==> config.mk <==
export PLATFORM = sky130hd
export DESIGN_NAME = dmw_addr_trans
export DESIGN_NICKNAME = d
export VERILOG_FILES = /design/src/rtl/dmw_pkg.sv /design/src/rtl/dmw_match.sv /design/src/rtl/dmw_addr_trans.sv
export SDC_FILE = /design/constraint.sdc
export NUM_CORES = 1
export LEC_CHECK = 0
export CELL_PAD_IN_SITES_DETAIL_PLACEMENT = 1
export CELL_PAD_IN_SITES_GLOBAL_PLACEMENT = 1
export CORE_ASPECT_RATIO = 0.6
export CORE_MARGIN = 2
export CORE_UTILIZATION = 19
export CTS_BUF_LIST = sky130_fd_sc_hd__clkbuf_8
export CTS_CLUSTER_SIZE = 16
export DETAILED_ROUTE_END_ITERATION = 10
export PLACE_DENSITY_LB_ADDON = 0.3
export REMOVE_ABC_BUFFERS = 1
export SYNTH_ARGS = -nofsm -noshare
export SYNTH_HDL_FRONTEND = slang
export SYNTH_SLANG_ARGS = --single-unit
==> constraint.sdc <==
create_clock -name clk -period 2.2 [get_ports clk]
set_clock_uncertainty 0.05 [all_clocks]
set_input_delay 0.44 -clock clk [delete_from_list [all_inputs] [get_ports clk]]
set_output_delay 0.44 -clock clk [all_outputs]
set_load 0.03 [all_outputs]
==> src/rtl/dmw_pkg.sv <==
// Shared definitions for the direct-mapped-window address translation slice.
// Holds the CRMD and DMW field positions, the memory-access-type encodings
// and the record type carried from the translation logic into the output
// register of dmw_addr_trans.
package dmw_pkg;

    // CRMD field positions
    localparam int CRMD_PLV_LO  = 0;
    localparam int CRMD_PLV_HI  = 1;
    localparam int CRMD_DA      = 3;
    localparam int CRMD_PG      = 4;
    localparam int CRMD_DATF_LO = 5;
    localparam int CRMD_DATF_HI = 6;
    localparam int CRMD_DATM_LO = 7;
    localparam int CRMD_DATM_HI = 8;

    // DMW field positions (DMW0 and DMW1 share one layout)
    localparam int DMW_PLV0    = 0;
    localparam int DMW_PLV3    = 3;
    localparam int DMW_MAT_LO  = 4;
    localparam int DMW_MAT_HI  = 5;
    localparam int DMW_PSEG_LO = 25;
    localparam int DMW_PSEG_HI = 27;
    localparam int DMW_VSEG_LO = 29;
    localparam int DMW_VSEG_HI = 31;

    // Privilege levels that a window can grant
    localparam logic [1:0] PLV_KERNEL = 2'd0;
    localparam logic [1:0] PLV_USER   = 2'd3;

    // Memory access types
    localparam logic [1:0] MAT_SUC = 2'b00;
    localparam logic [1:0] MAT_CC  = 2'b01;

    // Translated result captured by the output register
    typedef struct packed {
        logic [31:0] pa;
        logic [1:0]  mat;
        logic        hit;
        logic        tlbReq;
    } dmw_result_t;

endpackage

==> src/rtl/dmw_match.sv <==
// Single direct-mapped-window comparator (purely combinational).
// Ports:
//   dmw   in  32  window CSR value (PLV0, PLV3, MAT, PSEG, VSEG)
//   va    in  32  virtual address
//   plv   in  2   current privilege level from CRMD
//   match out 1   VSEG equals va[31:29] and the window admits this PLV
//   pa    out 32  {PSEG, va[28:0]}, meaningful only when match is set
//   mat   out 2   memory access type of the window
module dmw_match
    import dmw_pkg::*;
(
    input  logic [31:0] dmw,
    input  logic [31:0] va,
    input  logic [1:0]  plv,
    output logic        match,
    output logic [31:0] pa,
    output logic [1:0]  mat
);

    logic privOk;
    logic unusedDmwBits;

    // Only kernel (PLV0) and user (PLV3) can be granted by a window;
    // PLV 1 and 2 fall through to the TLB.
    assign privOk = ((plv == PLV_KERNEL) && dmw[DMW_PLV0]) ||
                    ((plv == PLV_USER)   && dmw[DMW_PLV3]);

    assign match = (va[31:29] == dmw[DMW_VSEG_HI:DMW_VSEG_LO]) && privOk;
    assign pa    = {dmw[DMW_PSEG_HI:DMW_PSEG_LO], va[28:0]};
    assign mat   = dmw[DMW_MAT_HI:DMW_MAT_LO];

    // Reserved window bits carry no meaning here.
    assign unusedDmwBits = ^{dmw[2:1], dmw[24:6], dmw[28]};

endmodule

==> src/rtl/dmw_addr_trans.sv <==
// Direct-mapped-window translation stage between address generation and
// the cache tag stage. Translates a 32-bit VA using CRMD/DMW0/DMW1, flags
// PG-mode misses as TLB requests, and registers the result behind a
// valid/ready handshake. Intake is blocked during and shortly after a CSR
// write so that no request is translated with stale window settings.
// Ports:
//   clk, rst_n          clock, synchronous active-low reset
//   in_valid/in_ready   request handshake
//   in_va, in_is_fetch  address and fetch/data selector
//   in_tag              pass-through tag
//   csr_crmd/dmw0/dmw1  CSR values, sampled only in the accept cycle
//   csr_dmw_wr          a CSR write commits at this edge
//   flush               discard held and incoming request
//   out_valid/out_ready result handshake
//   out_pa, out_mat     translated address and memory access type
//   out_dmw_hit         PG mode, a window matched
//   out_tlb_req         PG mode, no window matched
//   out_tag             tag of the result
module dmw_addr_trans
    import dmw_pkg::*;
#(
    parameter int TAG_W     = 4,
    parameter int FENCE_CYC = 1
)
(
    input  logic             clk,
    input  logic             rst_n,
    input  logic             in_valid,
    output logic             in_ready,
    input  logic [31:0]      in_va,
    input  logic             in_is_fetch,
    input  logic [TAG_W-1:0] in_tag,
    input  logic [31:0]      csr_crmd,
    input  logic [31:0]      csr_dmw0,
    input  logic [31:0]      csr_dmw1,
    input  logic             csr_dmw_wr,
    input  logic             flush,
    output logic             out_valid,
    input  logic             out_ready,
    output logic [31:0]      out_pa,
    output logic [1:0]       out_mat,
    output logic             out_dmw_hit,
    output logic             out_tlb_req,
    output logic [TAG_W-1:0] out_tag
);

    localparam logic [2:0] FENCE_LOAD = 3'(FENCE_CYC);

    logic [1:0]       plv;
    logic             daMode;
    logic             match0;
    logic             match1;
    logic [31:0]      pa0;
    logic [31:0]      pa1;
    logic [1:0]       mat0;
    logic [1:0]       mat1;
    logic             accept;
    logic             unusedCrmdBits;
    dmw_result_t      trans_d;
    dmw_result_t      res_q;
    logic             outValid_q;
    logic [TAG_W-1:0] tag_q;
    logic [2:0]       fenceCnt_q;

    assign plv = csr_crmd[CRMD_PLV_HI:CRMD_PLV_LO];

    // The illegal DA=0/PG=0 combination is handled as direct address mode.
    assign daMode = csr_crmd[CRMD_DA] || !csr_crmd[CRMD_PG];

    assign unusedCrmdBits = ^{csr_crmd[31:9], csr_crmd[2]};

    dmw_match u_win0 (
        .dmw   (csr_dmw0),
        .va    (in_va),
        .plv   (plv),
        .match (match0),
        .pa    (pa0),
        .mat   (mat0)
    );

    dmw_match u_win1 (
        .dmw   (csr_dmw1),
        .va    (in_va),
        .plv   (plv),
        .match (match1),
        .pa    (pa1),
        .mat   (mat1)
    );

    // Translation for the request currently at the input: direct address
    // mode first, then DMW0 over DMW1, otherwise hand the VA to the TLB.
    always_comb begin
        trans_d = '0;
        if (daMode) begin
            trans_d.pa  = in_va;
            trans_d.mat = in_is_fetch ? csr_crmd[CRMD_DATF_HI:CRMD_DATF_LO]
                                      : csr_crmd[CRMD_DATM_HI:CRMD_DATM_LO];
        end else if (match0) begin
            trans_d.pa  = pa0;
            trans_d.mat = mat0;
            trans_d.hit = 1'b1;
        end else if (match1) begin
            trans_d.pa  = pa1;
            trans_d.mat = mat1;
            trans_d.hit = 1'b1;
        end else begin
            trans_d.pa     = in_va;
            trans_d.mat    = MAT_SUC;
            trans_d.tlbReq = 1'b1;
        end
    end

    assign in_ready = (!outValid_q || out_ready) && !csr_dmw_wr &&
                      (fenceCnt_q == 3'd0) && !flush;
    assign accept   = in_valid && in_ready;

    // Output register and fence counter. The result only changes on an
    // accept, so it stays frozen while downstream stalls; flush drops the
    // valid flag and in_ready already keeps the flushed request out.
    always_ff @(posedge clk) begin
        if (!rst_n) begin
            outValid_q <= 1'b0;
            res_q      <= '0;
            tag_q      <= '0;
            fenceCnt_q <= 3'd0;
        end else begin
            if (csr_dmw_wr) begin
                fenceCnt_q <= FENCE_LOAD;
            end else if (fenceCnt_q != 3'd0) begin
                fenceCnt_q <= fenceCnt_q - 3'd1;
            end

            if (flush) begin
                outValid_q <= 1'b0;
            end else if (accept) begin
                outValid_q <= 1'b1;
            end else if (out_ready) begin
                outValid_q <= 1'b0;
            end

            if (accept) begin
                res_q <= trans_d;
                tag_q <= in_tag;
            end
        end
    end

    assign out_valid   = outValid_q;
    assign out_pa      = res_q.pa;
    assign out_mat     = res_q.mat;
    assign out_dmw_hit = res_q.hit;
    assign out_tlb_req = res_q.tlbReq;
    assign out_tag     = tag_q;

endmodule

# --- Word level (Yosys, flattened, before mapping) ---
# Cells that the tools add are included.
word_totals:
  reg_bits: 44
  in_bits: 139
  word_cells: 50
classes:
  n_reduce_logical: 25
  n_eq_ne: 3
  bitwise: 1
  add_sub_neg: 1
  n_mux: 12
op_table:
  columns: ["operator", "count"]
  rows:
  - ["$mux W34", 2]
  - ["$mux W35", 1]
  - ["$logic_and A1 B1 Y1", 10]
  - ["$mux W1", 7]
  - ["$eq A3 B3 Y1", 2]
  - ["$logic_not A1 Y1", 4]
  - ["$logic_or A1 B1 Y1", 4]
  - ["$mux W2", 2]
  - ["$reduce_bool A2 Y1", 2]
  - ["$reduce_or A2 Y1", 2]
  - ["$logic_not A3 Y1", 1]
  - ["$reduce_bool A3 Y1", 1]
  - ["$sub A3 B1 Y3 const B", 1]
  - ["$eq A2 B2 Y1 const B", 1]
  - ["$logic_not A2 Y1", 1]
  - ["$not A1 Y1", 1]

# --- Longest topological paths before layout ---
# Gate-level depths: netlist of run 1.
depth:
  word_depth: 7
  depth_mapped: 8

# --- Cells and area by module ---
# A second synthesis of run 1 with hierarchy kept.
unflattened:
  hier_cells: 469
  hier_area_um2: 3618.5
modules_own_cells:
  columns: ["mod", "seq_area_each_um2", "area_each_um2", "instances", "cells_per_inst"]
  rows:
  - ["dmw_addr_trans", 880.8, 2997.9, 1, 389]
  - ["dmw_match", 0.0, 310.3, 2, 40]

# --- Worst setup path after synthesis of run 1 ---
# OpenSTA, ideal clock, no wires.
synth_timing:
  path_kind: "register -> register"
  startpoint: "register fenceCnt_q[0]"
  endpoint: "register res_q, in the netlist out_tlb_req"
  stages_incl_launch_ff: 9
  path_slack_ns: 0.527
  n_path_buf: 1
  t_required_ns: 2.080
  setup_ns: 0.070
  t_arrival_ns: 1.552
  path_cell_list: "dfxtp_1 > inv_1 > ha_1 > nor4b_4 > and3_1 > buf_4 > nand2_1 > or3_1 > a21oi_1"
synth_between:
  elab_chain_cells: 4
synth_rtl:
  columns: ["element", "line", "rtl"]
  rows:
  - ["start, declared", "dmw_addr_trans.sv:63", "logic [2:0] fenceCnt_q;"]
  - ["start signal, assigned", "dmw_addr_trans.sv:130", "fenceCnt_q <= fenceCnt_q - 3'd1;"]
  - ["$logic_not A3 Y1", "dmw_addr_trans.sv:114", "(fenceCnt_q == 3'd0) && !flush;"]
  - ["$logic_and A1 B1 Y1", "dmw_addr_trans.sv:113", "assign in_ready = (!outValid_q || out_ready) && !csr_dmw_wr &&"]
  - ["$logic_and A1 B1 Y1", "dmw_addr_trans.sv:114", null]
  - ["$logic_and A1 B1 Y1", "dmw_addr_trans.sv:115", "assign accept = in_valid && in_ready;"]
  - ["end signal, assigned", "dmw_addr_trans.sv:142", "res_q <= trans_d;"]
  - ["end, declared", "dmw_addr_trans.sv:60", "dmw_result_t res_q;"]
# No other way between the ends.
# A chain may end at the register's enable or synchronous reset.

# --- Worst setup path in the final report of run 1 ---
layout_timing:
  startpoint: "input port csr_dmw_wr"
  endpoint: "output port in_ready"
layout_between:
  elab_chain_cells: 4
layout_rtl:
  columns: ["element", "line", "rtl"]
  rows:
  - ["start, declared", "dmw_addr_trans.sv:36", "input logic csr_dmw_wr,"]
  - ["$logic_not A1 Y1", "dmw_addr_trans.sv:113", null]
  - ["$logic_and A1 B1 Y1 (2 in series)", "dmw_addr_trans.sv:113", null]
  - ["$logic_and A1 B1 Y1", "dmw_addr_trans.sv:114", null]
  - ["end, declared", "dmw_addr_trans.sv:29", "output logic in_ready,"]
# No other way between the ends.

==> out/metrics.cfg, run 1 <==
[grt]
grt-ovfl-total = 0
grt_pass1_vias = 2000
grt_max_degree = 27
antenna_found_initial = 0
grt_pass1_wl_microns = 9977
grt_use_total_pct = 12.52

[sta]
period_needed_ns = 2.059
finalSetupViolCount = 0
fin_crit_sh_pct = 93.58
slew_headroom_pct = 76.12
hold_viol = 0
tightest_slew_ns = 0.3571
rsz0062_at_grt = false
fmaxAchievable_mhz = 485.7
drv_slew = 0
timing.final.ws_setup_ns = 0.1412

[routing]
viasPerCell = 4.088
drt_wl_total_microns = 6483
wl_per_cell_microns = 13.62
ant_nets = 0
post-route-drc-count = 0
drt_pass1_iterations = 4
vias = 1946
dr.first_iter.drc_count = 63

[critical_path]
ff2ff_path_depth = 7
path_class = input port to primary output
endpoint_kind = primary output
r2r-end = out_dmw_hit$_SDFFE_PN0P_
r2r_start = fenceCnt_q[0]$_SDFFE_PN0P_
r2r_slack_ns = 0.41
required_ns = 1.71
cp_max_fo = 3
arrival_ns = 1.57
startpoint_type = input port

[synth]
synthCells = 225
synth_most_common_cell = nand2_1
ys_seq_elements = 44
synth.top_cell.area_share_pct = 48.12
yosys_warnings = 0
synth-edff-count = 0
syn_avg_cell_area_sq_um = 8.136
synth_largest_area_cell = dfxtp_1
synthArstFlopShare_pct = 0
yosysSeqAreaShare_pct = 48.12
synth_area_leaders = dfxtp_1 (48%), nand2_1 (14%), a21oi_1 (10%)
ys.flop_type = dfxtp_1
synth_common_cells = nand2_1 (69), dfxtp_1 (44), a21oi_1 (37)
synth_cell_types = 30
syn_area_sq_um = 1831

[layout]
instances_no_fill = 476
layout-drive-gt1-share_pct = 7.514
final_nets = 487
syn_to_final_growth_pct = 78.13
diodes = 0
fillers = 1127

[floorplanning]
start_util_pct = 19.78
dieArea_sq_um = 10460
core_sq_um = 9256
row_count = 27
die_width_microns = 130.7
die-height_microns = 80.03
io_pins = 181

[power]
power.density_nw_per_um2 = 545.1
ir_drop_mv = 0.1920
leakagePower_nw = 1.120

[outcome]
status = complete, no violations

[cts]
cts-root-buf = clkbuf_8
insertion_delay_ns = 0.29
clk_pin_slew_ns = 0.08
htreeDepth = 2
cts.sinks = 44
cts_buffers = 5
clock_path_buffers = 2
cts-resized-gates = 0
cts_tree = yes
postCtsSetupBuffers = 0
hold_buffers = 0

[placed_design]
dp.cells = 469
portBuffers = 112
place_hpwl_microns = 5124
place_ws_ns = -0.03506
routabilityCongestion = 0.6706

[min_path]
min_to = out_pa[26]$_SDFFE_PN0P_
min_from = out_pa[26]$_SDFFE_PN0P_
min_path_cells = 2
min_path_type = flip-flop to flip-flop

[flow_run]
maxCapViolations = 0

==> area by class of cell <==
class / count / area, sq um / area share [%]
Multi-Input combinational cell: 166 / 885.9 / 27.17
Inverter: 3 / 11.26 / 0.3454
Tap cell: 130 / 162.7 / 4.988
Clock buffer: 7 / 96.34 / 2.955
Timing Repair Buffer: 126 / 1224 / 37.53
Sequential cell: 44 / 880.8 / 27.01
==> power by group <==
| group | internal, mW | leakage, nW | switching (mW) |
|---|---|---|---|
| registers | 0.823 | 0.356 | 0.0134 |
| logic | 0.212 | 0.713 | 0.170 |
| clock network | 0.280 | 0.0503 | 0.279 |
==> cells in the final DEF, fill, tap and decap left out, types with 2 or more instances in the layout <==
cell / count
a21oi_1: 37
nand4_1: 3
ha_1: 2
nor3b_1: 2
inv_1: 3
buf_4: 15
o211ai_1: 3
o22ai_1: 2
o21ai_0: 2
clkbuf_8: 7
nand2b_1: 2
nor3_1: 3
nor2_1: 8
mux2i_1: 8
nand2_1: 69
nand3_1: 5
clkdlybuf4s50_1: 111
dfxtp_1: 44
and3_1: 3
xnor2_1: 7
==> sequential cells by signal, summed over array words and instances (netlist names) <==
signal and cells:
out_pa 32, out_tag 4, fenceCnt_q 3, out_mat 2, out_dmw_hit 1, out_tlb_req 1, out_valid 1
==> kinds of logic (layout without fill, tap and decap cells) <==
family / Yosys count / after routing / synth area share (%)
AOI/OAI and AO/OA: 47 / 47 / 13.94
xor gates and xnor gates: 7 / 7 / 3.349
adders and majority gates: 2 / 2 / 1.367
buffers and inverters: 15 / 136 / 3.486
DFF: 44 / 44 / 48.12
muxes: 8 / 8 / 4.375
and+or+nand+nor: 102 / 102 / 25.36
==> critical path, cell delays in order <==
cell and delay (ns):
clkdlybuf4s50_1 0.46, nor4b_4 0.33, and2_1 0.17, buf_4 0.16
==> how the worst max path moves through the flow <==
stage / startpoint / endpoint / slack [ns] / cells after the start
floorplan: fenceCnt_q[0]$_SDFFE_PN0P_ / out_tlb_req$_SDFFE_PN0P_ / 0.01 / 7
global placement: in_va[31] / out_pa[29]$_SDFFE_PN0P_ / -0.05 / 6
detailed placement: in_va[31] / out_pa[30]$_SDFFE_PN0P_ / -0.04 / 6
CTS: csr_dmw_wr / in_ready / 0.13 / 4
global route: fenceCnt_q[0]$_SDFFE_PN0P_ / in_ready / 0.08 / 5
finish: csr_dmw_wr / in_ready / 0.14 / 4
==> per-stage QoR <==
step / hold WS (ns) / TNS, ns / total power [mW] / cell area [sq um] / utilization (%)
global placement: 0.3917 / -0.2206 / 1.236 / 3164 / 34.18
CTS: 0.4076 / 0 / 1.821 / 3261 / 35.23
detailed placement: 0.3961 / -0.1330 / 1.244 / 3164 / 34.18
global route: 0.4254 / 0 / 1.892 / 3261 / 35.23
floorplan: 0.4258 / 0 / 1.011 / 1778 / -
finish: 0.4045 / 0 / 1.777 / 3261 / 35.23
==> routing by layer <==
| metal | wire, microns | GRT usage, % |
|---|---|---|
| met1 | 3262 | 17.04 |
| met2 | 2514 | 17.55 |
| met3 | 622 | 6.032 |
| met4 | 84 | 3.085 |
| met5 | 0 | 0 |
Note: power is estimated with default switching activity, not from simulation.
==> inputs of run 2 (changes only) <==
CORE_MARGIN = 1.5   (was 2)
==> run 2 against run 1 <==
Against the previous run:
- cell count is 0.21% lower
- via count is 0.41% higher
- cell area is 0.42% lower
==> out/metrics.cfg, run 2 (synthesis results as in run 1) <==
[cts]
cts.sinks = 44
hold_buffers = 0
cts-resized-gates = 0
cts_tree = yes
htreeDepth = 2
postCtsSetupBuffers = 0
clk_pin_slew_ns = 0.08
cts_buffers = 5
clock_path_buffers = 2
insertion_delay_ns = 0.29
cts-root-buf = clkbuf_8

[power]
p_int_mw = 1.247
seqPwrFrac_pct = 49.1
leakagePower_nw = 1.112
p_total_mw = 1.706
ir_drop_mv = 0.2187
p_switching_mw = 0.4591
p_comb_share_pct = 22.5
p_clk_share_pct = 28.5
switching_share_pct = 26.91
power.density_nw_per_um2 = 525.5

[placed_design]
place_hpwl_microns = 5060
portBuffers = 112
routabilityCongestion = 0.7100
dp.cells = 468
place_area_sq_um = 3169

[routing]
viasPerCell = 4.114
ant_nets = 0
drt_pass1_iterations = 4
wl_per_cell_microns = 13.66
dr.first_iter.drc_count = 65
post-route-drc-count = 0
drt_wl_total_microns = 6489
vias = 1954

[layout]
largest_register_ffs = 32
diodes = 0
final_common_cell = clkdlybuf4s50_1
stdcell_area_sq_um = 3247
final_nets = 486
layout-drive-gt1-share_pct = 6.957
mostFrequentLayoutCells = clkdlybuf4s50_1 (111), nand2_1 (69), dfxtp_1 (44), a21oi_1 (37), buf_4 (13)
instances_no_fill = 475
syn_to_final_growth_pct = 77.37

[floorplanning]
core_sq_um = 9256
die_width_microns = 129.7
dieArea_sq_um = 10250
row_count = 27
start_util_pct = 19.78
io_pins = 181
die-height_microns = 79.03

[critical_path]
required_ns = 1.71
path_class = input port to primary output
cp_max_fo = 3
startpoint_type = input port
arrival_ns = 1.56
endpoint_kind = primary output

[sta]
period_needed_ns = 2.046
holdWs_ns = 0.4065
hold_viol = 0
fin_crit_sh_pct = 92.99
slew_headroom_pct = 75.75
finalSetupViolCount = 0
tightest_slew_ns = 0.3626
drv_slew = 0
fmaxAchievable_mhz = 488.8
rsz0062_at_grt = false

[grt]
grt_use_total_pct = 12.89
antenna_found_initial = 0
grt_pass1_wl_microns = 10160
grt-ovfl-total = 0
grt_max_degree = 30
grt_pass1_vias = 2074

[flow_run]
maxCapViolations = 0

[min_path]
min_path_type = flip-flop to flip-flop

[outcome]
status = complete, no violations

## run 2: cell types whose count changed in the layout (fill, tap and decap cells not counted)
cell and change:
buf_4 -2, clkbuf_8 -2, buf_12 +1, clkinv_2 +1
inv_1 +1
## run 2: worst paths after layout
path	endpoint	slack, ns	cells after the start	startpoint
max reg2reg	out_pa[31]$_SDFFE_PN0P_	0.41	7	fenceCnt_q[0]$_SDFFE_PN0P_
min	out_pa[7]$_SDFFE_PN0P_	0.41	2	out_pa[7]$_SDFFE_PN0P_
max	in_ready	0.15	4	csr_dmw_wr
min reg2reg	out_pa[7]$_SDFFE_PN0P_	0.41	2	out_pa[7]$_SDFFE_PN0P_
## run 2: final cells by class
class / count / area [sq um]
multi-input cells: 166 / 885.9
clock inverters: 2 / 8.758
well taps: 130 / 162.7
flip-flops and latches: 44 / 880.8
inverters: 3 / 11.26
repair buffers: 125 / 1229
clock buffers: 5 / 68.82
fillers: 1108 / 6010
## run 2: power by group through the flow
stage | Combinational [mW] | Sequential (mW) | Clock (mW)
6_report | 0.383 | 0.837 | 0.486
5_1_grt | 0.419 | 0.841 | 0.557
4_1_cts | 0.388 | 0.838 | 0.521
3_5_place_dp | 0.386 | 0.856 | 0
3_3_place_gp | 0.379 | 0.855 | 0
2_1_floorplan | 0.112 | 0.899 | 0
## run 2: per-layer routing
metal	GRT usage [%]	routed length [microns]	up-vias
met3	6.469	686	2
li1	-	-	992
met5	0	0	-
met4	2.333	19	0
met2	18.10	2651	76
met1	17.64	3132	884
## run 2: critical path, stage by stage
cell and delay [ns]:
clkdlybuf4s50_1 0.47, nor4b_4 0.32, and2_1 0.16, buf_4 0.16
## run 2: through the flow
stage	setup TNS [ns]	setup slack (ns)	util (%)
2_1_floorplan	0	0.01411	-
3_3_place_gp	-0.6388	-0.1251	34.24
3_5_place_dp	-0.5957	-0.1263	34.24
4_1_cts	0	0.1509	35.08
5_1_grt	0	0.04858	35.08
6_report	0	0.1543	35.08
==> inputs of run 3 (changes only) <==
CORE_MARGIN = default   (was 1.5)
clock period = 2.11 ns   (was 2.2 ns; I/O delays follow)
==> run 3 against run 2 <==
Against the previous run:
- routed wire length increased by 1.2%
- via count rose by 1.2%
- register-to-register slack worse by 0.10 ns
- critical path depth unchanged
- die area shrank 2.0%
==> out/metrics.cfg, run 3 (synthesis results as in run 1) <==
[critical_path]
path_delay_family = buffers and inverters
startpoint_type = input port
required_ns = 1.64
endpoint_kind = primary output
cpMaxStageDelayCell = clkdlybuf4s50_1
path_class = input port to primary output
crit_buf_inv = 2
cp_max_fo = 3
path_cells = clkdlybuf4s50_1 > nor4b_4 > and2_1 > buf_4
arrival_ns = 1.55
cpPeakStageDelay_ns = 0.46

[routing]
vias = 1977
drt_wl_total_microns = 6569
dr.first_iter.drc_count = 59
wl_per_cell_microns = 13.71
viasPerCell = 4.127
drt_pass1_iterations = 4
post-route-drc-count = 0
ant_nets = 0

[sta]
tightest_slew_ns = 0.3897
finalSetupViolCount = 0
hold_viol = 0
drv_slew = 0
holdWs_ns = 0.4044
timing.final.ws_setup_ns = 0.09214
rsz0062_at_grt = false
fin_tns_setup_ns = 0
slew_headroom_pct = 73.35
fmaxAchievable_mhz = 495.6
fin_crit_sh_pct = 95.63
period_needed_ns = 2.018

[cts]
insertion_delay_ns = 0.29
clk_pin_slew_ns = 0.08
cts-root-buf = clkbuf_8
cts-resized-gates = 0
hold_buffers = 0
postCtsSetupBuffers = 0
cts_tree = yes
clock_path_buffers = 2
cts.sinks = 44
htreeDepth = 2
cts_buffers = 5

[grt]
grt_use_total_pct = 13.07
grt-ovfl-total = 0
grt_pass1_wl_microns = 9977
grt_max_degree = 42
antenna_found_initial = 0
grt_pass1_vias = 2035

[placed_design]
portBuffers = 112
place_hpwl_microns = 5011
place_ws_ns = -0.1644
routabilityCongestion = 0.7121
place_area_sq_um = 3192

[floorplanning]
dieArea_sq_um = 10040
row_count = 27
io_pins = 181
start_util_pct = 19.78
die_width_microns = 128.7
die-height_microns = 78.03
core_sq_um = 9256

[layout]
layout-drive-gt1-share_pct = 7.736
largest_register_ffs = 32
final_common_cell = clkdlybuf4s50_1
mostFrequentLayoutCells = clkdlybuf4s50_1 (111), nand2_1 (69), dfxtp_1 (44), a21oi_1 (37), buf_4 (16)
syn_to_final_growth_pct = 79.29
diodes = 0
stdcell_area_sq_um = 3282
final_nets = 489

[power]
p_total_mw = 1.818
power.density_nw_per_um2 = 553.8
ir_drop_mv = 0.2354
leakagePower_nw = 1.137

[flow_run]
maxCapViolations = 0

[min_path]
min_path_type = flip-flop to flip-flop

[outcome]
status = complete, no violations

[run 3: worst register-to-register path: stages, from the launching register on]
cell	delay, ns
dfxtp_1	0.30
inv_1	0.10
ha_1	0.22
nor4b_4	0.28
nand3_2	0.15
or3_4	0.43
o22ai_1	0.19
[run 3: routing by layer]
| metal | routed length, microns | GRT usage [%] | vias to the layer above | share of wire, % |
|---|---|---|---|---|
| li1 | - | - | 1000 | - |
| met4 | 29 | 2.824 | 0 | 0.44 |
| met3 | 612 | 6.203 | 4 | 9.3 |
| met5 | 0 | 0 | - | 0 |
| met2 | 2787 | 20.16 | 66 | 42 |
| met1 | 3140 | 16.45 | 907 | 48 |
[run 3: path summary, 6_finish.rpt]
path / from / to / slack (ns) / cells after the start
worst max-delay path: csr_dmw_wr / in_ready / 0.09 / 4
worst min-delay path: out_dmw_hit$_SDFFE_PN0P_ / out_dmw_hit$_SDFFE_PN0P_ / 0.40 / 2
worst max register to register: fenceCnt_q[0]$_SDFFE_PN0P_ / out_mat[1]$_SDFFE_PN0P_ / 0.31 / 6
worst min register to register: out_dmw_hit$_SDFFE_PN0P_ / out_dmw_hit$_SDFFE_PN0P_ / 0.40 / 2
[run 3: cell type report]
cell class	count	area, sq um
clock buffers	6	82.58
clock inverters	2	7.507
fillers	1101	5974
inverters	3	11.26
multi-input cells	166	885.9
flip-flops and latches	44	880.8
well taps	130	162.7
repair buffers	128	1251
[run 3: stage by stage]
step                      instances  util, %
after floorplan                 213        -
after global placement          471    34.48
after detailed placement        471    34.48
after CTS                       479    35.46
after global routing            479    35.46
final                           479    35.46
[run 3: where the power goes]
group          internal [mW]  total [mW]  switching, mW
registers              0.858       0.873         0.0147
logic                  0.225       0.406          0.181
clock network          0.258       0.538          0.280
total                   1.34        1.82          0.476
